`config.mk`:
```
export PLATFORM = sky130hd
export DESIGN_NAME = dram_march_bist
export DESIGN_NICKNAME = d
export VERILOG_FILES = /design/src/rtl/dram_march_bist.sv
export SDC_FILE = /design/constraint.sdc
export NUM_CORES = 1
export LEC_CHECK = 0
export ABC_AREA = 1
export BUFFER_PORTS_ARGS = -buffer_cell sky130_fd_sc_hd__buf_4
export CORE_AREA = 2 2 397 301
export DETAILED_ROUTE_END_ITERATION = 12
export DIE_AREA = 0 0 399 303
export PLACE_DENSITY_LB_ADDON = 0.25
export SYNTH_ARGS = -nofsm -noshare
export SYNTH_HDL_FRONTEND = slang
export SYNTH_SLANG_ARGS = --single-unit
```
`constraint.sdc`:
```
create_clock -name clk -period 69.7 [get_ports clk]
set_clock_uncertainty 0.15 [all_clocks]
set_input_delay 13.94 -clock clk [delete_from_list [all_inputs] [get_ports clk]]
set_output_delay 13.94 -clock clk [all_outputs]
set_load 0.01 [all_outputs]
```
`src/rtl/dram_march_bist.sv`:
```
// Distributed LUT RAM (sync write, async read) with a March C- self-test sequencer
// and an external access port that owns the RAM whenever the sequencer is idle.
module dram_march_bist #(
    parameter int ADDR_W = 9,
    parameter int DATA_W = 1
) (
    input  logic              clk,
    input  logic              rst_n,
    input  logic              start,
    output logic              busy,
    output logic              done,
    output logic              pass,
    output logic [ADDR_W-1:0] fail_addr,
    input  logic              ext_we,
    input  logic [ADDR_W-1:0] ext_addr,
    input  logic [DATA_W-1:0] ext_d,
    output logic [DATA_W-1:0] ext_q,
    input  logic              flt_en,
    input  logic [ADDR_W-1:0] flt_addr
);

    localparam int DEPTH = 1 << ADDR_W;
    localparam logic [ADDR_W-1:0] ADDR_LO = '0;
    localparam logic [ADDR_W-1:0] ADDR_HI = '1;
    localparam logic [DATA_W-1:0] WORD_Z  = '0;
    localparam logic [DATA_W-1:0] WORD_O  = '1;

    typedef enum logic [2:0] {
        st_idle, st_m0, st_m1, st_m2, st_m3, st_m4, st_m5, st_done
    } state_t;

    state_t              state_q, state_d;
    logic [ADDR_W-1:0]   addr_q, addr_d;
    logic                pass_q, pass_d;
    logic [ADDR_W-1:0]   fail_addr_q, fail_addr_d;

    logic [DATA_W-1:0]   mem [DEPTH];

    logic [DATA_W-1:0]   rd_word;
    logic [DATA_W-1:0]   flt_mask;
    logic                rd_en, wr_en, is_up, last, miscmp;
    logic [DATA_W-1:0]   exp_word, wr_word;
    state_t              nxt_state;
    logic [ADDR_W-1:0]   nxt_addr;

    logic                ram_we;
    logic [ADDR_W-1:0]   ram_addr;
    logic [DATA_W-1:0]   ram_d;

    assign busy      = (state_q != st_idle) && (state_q != st_done);
    assign done      = (state_q == st_done);
    assign pass      = pass_q;
    assign fail_addr = fail_addr_q;

    // Fault injection only disturbs what the comparator sees, never the array.
    assign flt_mask = (flt_en && (flt_addr == addr_q)) ? DATA_W'(1) : WORD_Z;
    assign rd_word  = mem[addr_q] ^ flt_mask;

    always_ff @(posedge clk or negedge rst_n) begin
        if (!rst_n) begin
            state_q     <= st_idle;
            addr_q      <= '0;
            pass_q      <= 1'b0;
            fail_addr_q <= '0;
        end else begin
            state_q     <= state_d;
            addr_q      <= addr_d;
            pass_q      <= pass_d;
            fail_addr_q <= fail_addr_d;
        end
    end

    always_comb begin
        state_d     = state_q;
        addr_d      = addr_q;
        pass_d      = pass_q;
        fail_addr_d = fail_addr_q;
        rd_en       = 1'b0;
        wr_en       = 1'b0;
        is_up       = 1'b1;
        exp_word    = WORD_Z;
        wr_word     = WORD_Z;
        nxt_state   = state_q;
        nxt_addr    = ADDR_LO;
        miscmp      = 1'b0;
        last        = 1'b0;

        case (state_q)
            st_idle: begin
                if (start) begin
                    state_d     = st_m0;
                    addr_d      = ADDR_LO;
                    pass_d      = 1'b0;
                    fail_addr_d = '0;
                end
            end
            st_m0: begin
                wr_en = 1'b1; wr_word = WORD_Z;
                nxt_state = st_m1; nxt_addr = ADDR_LO;
            end
            st_m1: begin
                rd_en = 1'b1; exp_word = WORD_Z; wr_en = 1'b1; wr_word = WORD_O;
                nxt_state = st_m2; nxt_addr = ADDR_LO;
            end
            st_m2: begin
                rd_en = 1'b1; exp_word = WORD_O; wr_en = 1'b1; wr_word = WORD_Z;
                nxt_state = st_m3; nxt_addr = ADDR_HI;
            end
            st_m3: begin
                is_up = 1'b0;
                rd_en = 1'b1; exp_word = WORD_Z; wr_en = 1'b1; wr_word = WORD_O;
                nxt_state = st_m4; nxt_addr = ADDR_HI;
            end
            st_m4: begin
                is_up = 1'b0;
                rd_en = 1'b1; exp_word = WORD_O; wr_en = 1'b1; wr_word = WORD_Z;
                nxt_state = st_m5; nxt_addr = ADDR_LO;
            end
            st_m5: begin
                rd_en = 1'b1; exp_word = WORD_Z;
                nxt_state = st_done; nxt_addr = ADDR_LO;
            end
            st_done: begin
                state_d = st_idle;
            end
            default: begin
                state_d = st_idle;
            end
        endcase

        if (busy) begin
            miscmp = rd_en && (rd_word != exp_word);
            last   = is_up ? (addr_q == ADDR_HI) : (addr_q == ADDR_LO);
            if (miscmp) begin
                state_d     = st_done;
                fail_addr_d = addr_q;
                pass_d      = 1'b0;
            end else if (last) begin
                // Element boundary: jump straight to the next element's start address.
                state_d = nxt_state;
                addr_d  = nxt_addr;
                if (nxt_state == st_done) pass_d = 1'b1;
            end else begin
                addr_d = is_up ? (addr_q + ADDR_W'(1)) : (addr_q - ADDR_W'(1));
            end
        end
    end

    // The external port is cut off entirely while the sequencer owns the array.
    assign ram_we   = busy ? (wr_en && !miscmp) : ext_we;
    assign ram_addr = busy ? addr_q : ext_addr;
    assign ram_d    = busy ? wr_word : ext_d;

    always_ff @(posedge clk) begin
        if (ram_we) mem[ram_addr] <= ram_d;
    end

    assign ext_q = busy ? WORD_Z : mem[ext_addr];

endmodule
```
==> impl_results.md <==
- Number of nets in the synthesized netlist: 4,305
- Measured slew at the worst slew-check pin: 1.36 ns
- Setup repair after global routing missed its margin: false
- Peak ir drop on the vdd network: 83.0 uV
- Gate Count Post-Synth: 4,273
- CTS sink count: 534
- Run status: finished clean
- Register area share after synthesis: 0.457
- Crit path setup slack, layout: 37.66 ns
- Mean routed wirelength per cell: 23.9 um
- Synth async-reset ratio: 0.0412
- Antenna diodes: 0
- Maximum level of the CTS H-tree: 2
- Hold Path Depth: 2
- Data required time at the worst endpoint: 55.61 ns
- Worst reg2reg path depth: 22
- Number of antenna violations at the first check in global routing: 0
- Setup-failing EPs final: 0
- Drt total wl: 135,000 um
- Post-synthesis to final-layout area growth: 8.08%
- Overall overflow remaining after global route: 0
- First-pass GRT wire length: 199,000 um
- Static Leakage: 11.9 nW
- Site row count: 109
- Top-area cell type share of the netlist area: 0.442
- Number of buffers created by CTS: 56
- Yosys top cell by area: edfxtp_1
- Effective utilization at floorplan: 0.298
- Hold Path End: fail_addr[5]
- Post-route DRC: 0
- Combined area of all synthesized cells: 34,800 um2
- Reg clk slew, reported paths: 0.06 ns
- Avg Synthesized Cell Area: 8.15 um2
- Post-synth cell types: 41
- Largest net degree at the start of global routing: 240
- WP data arrival: 17.95 ns
- All-layer global routing usage: 0.217
- Worst Setup End Kind: output pin
- Fillers: 12,300
- #FFs+latches synth: 534
- Total count of max-transition violations in the final report: 0
- Share of the clock period used by the worst path: 0.460
- Number of maximum-capacitance constraint violations: 0
- Post-CTS Setup Inserts: 0
- Total number of vias: 31,100
- Maximum buffer depth of the clock tree: 3
- Top achievable clock speed: 0.0312 GHz
- Startpoint of the lowest-slack hold path: fail_addr[5]
- Net Sw Power: 0.000931 W
- Fraction of power consumed by sequential logic: 0.264
- Leading register cell type out of synthesis: edfxtp_1
- Part of the total power dissipated in the clock network: 0.187
- Die H: 303 um
- Max transition margin: 0.0919
- Area enclosed by the die boundary: 121,000 um2
- Width of the chip: 399 um
- Largest fanout on the critical path: 65
- Hold buffer count at CTS: 0
- Clock network latency to the later pin of the worst-skew pair: 0.67 ns
- Power density normalized to cell area: 45.1 nW/um2
- Via count of the first global-routing pass: 28,300
- Final sum of negative setup slack: 0 ns
- Final hold viol count: 0
- Switching Fraction: 0.548
- Nets@finish: 4,065
- Number of warnings reported in the yosys synthesis log: 0
- Kind of start point of the critical path: primary input
- Reg2reg start: addr_q[0]
- Clock tree from TritonCTS: yes
- Internal portion of total power: 0.000767 W
- Average via count per standard cell: 5.53
- Total half-perimeter wirelength after legalization and detailed placement: 73,100 um
- TritonRoute pass-1 iters: 5
- Post-layout minimum cycle time: 32.04 ns
- Capture instance of the worst register-to-register path: mem[301]
- Share of post-route cells with drive strength above 1: 0.174
- Post-Place Worst Slack: 37.01 ns
- Quantity of I/O buffers inserted on ports: 36
- Final weighted congestion in routability-driven placement: 0.844
- Worst min-delay path category: reg2reg
- Post-route antenna net violation count: 0
- I/O pin cnt: 37
- Largest cells by area after synthesis: edfxtp_1 44%, a21oi_2 12%, nand2_1 11%, o21ai_0 6.5%, nor2_1 6.2%
- First-iteration detailed-routing DRC count: 3,951
- Number of synthesized flops with an enable pin: 512
- Clock tree root driver cell: clkbuf_16
- Resize count post-CTS: 0
- Reg2Reg Setup Slack: 61.53 ns
- Worst Setup Path Type: in2out
- Placeable core area: 117,000 um2
- Relative contribution of combinational cells to total power: 0.549
==> registers in the layout, indices dropped and copies added, names as in the netlist <==
| name | count |
|---|---|
| mem | 512 |
| addr_q | 9 |
| pass | 1 |
| fail_addr | 9 |
| state_q | 3 |
==> worst max-delay path by stage <==
stage | depth (start not counted) | startpoint | slack, ns | endpoint
global placement | 14 | ext_addr[0] | 36.94 | ext_q
CTS | 14 | ext_addr[0] | 37.00 | ext_q
global route | 15 | ext_addr[0] | 37.46 | ext_q
finish | 15 | ext_addr[0] | 37.66 | ext_q
detailed placement | 14 | ext_addr[0] | 37.01 | ext_q
floorplan | 14 | ext_addr[0] | 39.77 | ext_q
==> through the flow <==
stage          area, um2  utilization  total power [W]  std cells  hold WS (ns)
5_1_grt            37600        0.322          0.00177       5634         0.404
4_1_cts            37600        0.322          0.00169       5633         0.366
3_5_place_dp       35800        0.306          0.00137       5528         0.351
2_1_floorplan      34800            -          0.00121       4273         0.395
3_3_place_gp       35800        0.306          0.00137       5528         0.348
6_report           37600        0.322          0.00170       5634         0.363
==> power by group through the flow <==
stage	Clock [W]	Sequential, W	Combinational, W
floorplan	0	0.000543	0.000666
global placement	0	0.000455	0.000913
detailed placement	0	0.000455	0.000914
CTS	0.000323	0.000448	0.000916
global route	0.000333	0.000449	0.000988
finish	0.000318	0.000449	0.000932
==> cells in the mapped netlist, drive strengths merged, types with 2 or more instances <==
cell     instances
o221ai          26
dfrtp           22
o2111ai          2
o22ai          103
buf            151
ha               7
o31ai            7
xor2             5
nor2           575
clkbuf         265
inv            140
or2              4
xnor2            2
o211ai          60
nand3          240
nor4             3
clkinv           3
a21boi           2
nand2         1065
edfxtp         512
o21ai          474
o311ai           3
nor3            11
a21oi          586
==> worst max-delay path, stage by stage <==
cell	delay, ns
clkbuf_8	0.33
buf_4	0.55
buf_4	0.73
o21ai_0	0.18
o22ai_1	0.20
o21ai_0	0.12
o221ai_1	0.80
nand3_1	0.14
nand3_1	0.17
nand3_1	0.09
nand2_1	0.08
inv_1	0.04
o21ai_1	0.12
buf_4	0.22
buf_4	0.15
==> cells in the final DEF, fill, tap and decap left out, types with 4 or more instances in the layout <==
| master | count |
|---|---|
| a21oi_1 | 122 |
| a21oi_2 | 464 |
| buf_12 | 6 |
| buf_4 | 111 |
| bufinv_16 | 4 |
| clkbuf_1 | 16 |
| clkbuf_16 | 60 |
| clkbuf_8 | 4 |
| clkinv_1 | 11 |
| clkinv_2 | 9 |
| dfrtp_1 | 18 |
| edfxtp_1 | 512 |
| ha_1 | 7 |
| inv_1 | 134 |
| nand2_1 | 1063 |
| nand3_1 | 239 |
| nor2_1 | 559 |
| nor2_4 | 16 |
| nor3_1 | 11 |
| o211ai_1 | 50 |
| o211ai_2 | 10 |
| o21ai_0 | 452 |
| o21ai_1 | 21 |
| o221ai_1 | 26 |
| o22ai_1 | 103 |
| o31ai_1 | 7 |
| or2_2 | 4 |
| xor2_1 | 5 |
==> area by class of cell <==
cell class | instances | area, um2 | share of cell area
Clock inverter | 26 | 262 | 0.00695
Timing Repair Buffer | 118 | 967 | 0.0257
Tap cell | 1554 | 1940 | 0.0517
Multi-Input combinational cell | 3180 | 16400 | 0.435
Clock buffer | 79 | 1600 | 0.0426
Inverter | 143 | 561 | 0.0149
Sequential cell | 534 | 15900 | 0.423
==> per-layer routing <==
| layer | routed length [um] | global-route usage | up-vias |
|---|---|---|---|
| li1 | - | - | 14200 |
| met1 | 61300 | 0.331 | 15100 |
| met2 | 55300 | 0.310 | 1628 |
| met3 | 14900 | 0.0453 | 222 |
| met4 | 3210 | 0.0521 | 0 |
| met5 | 0 | 0 | - |
==> kinds of logic after synthesis <==
logic type,Yosys count,synth area share
AOI/OAI and AO/OA,1266,0.246
and+or+nand+nor,1899,0.215
adders and majority gates,8,0.00309
xor gates and xnor gates,7,0.00176
buffers and inverters,559,0.0768
DFF,534,0.457
Note: power is estimated with default switching activity, not from simulation.
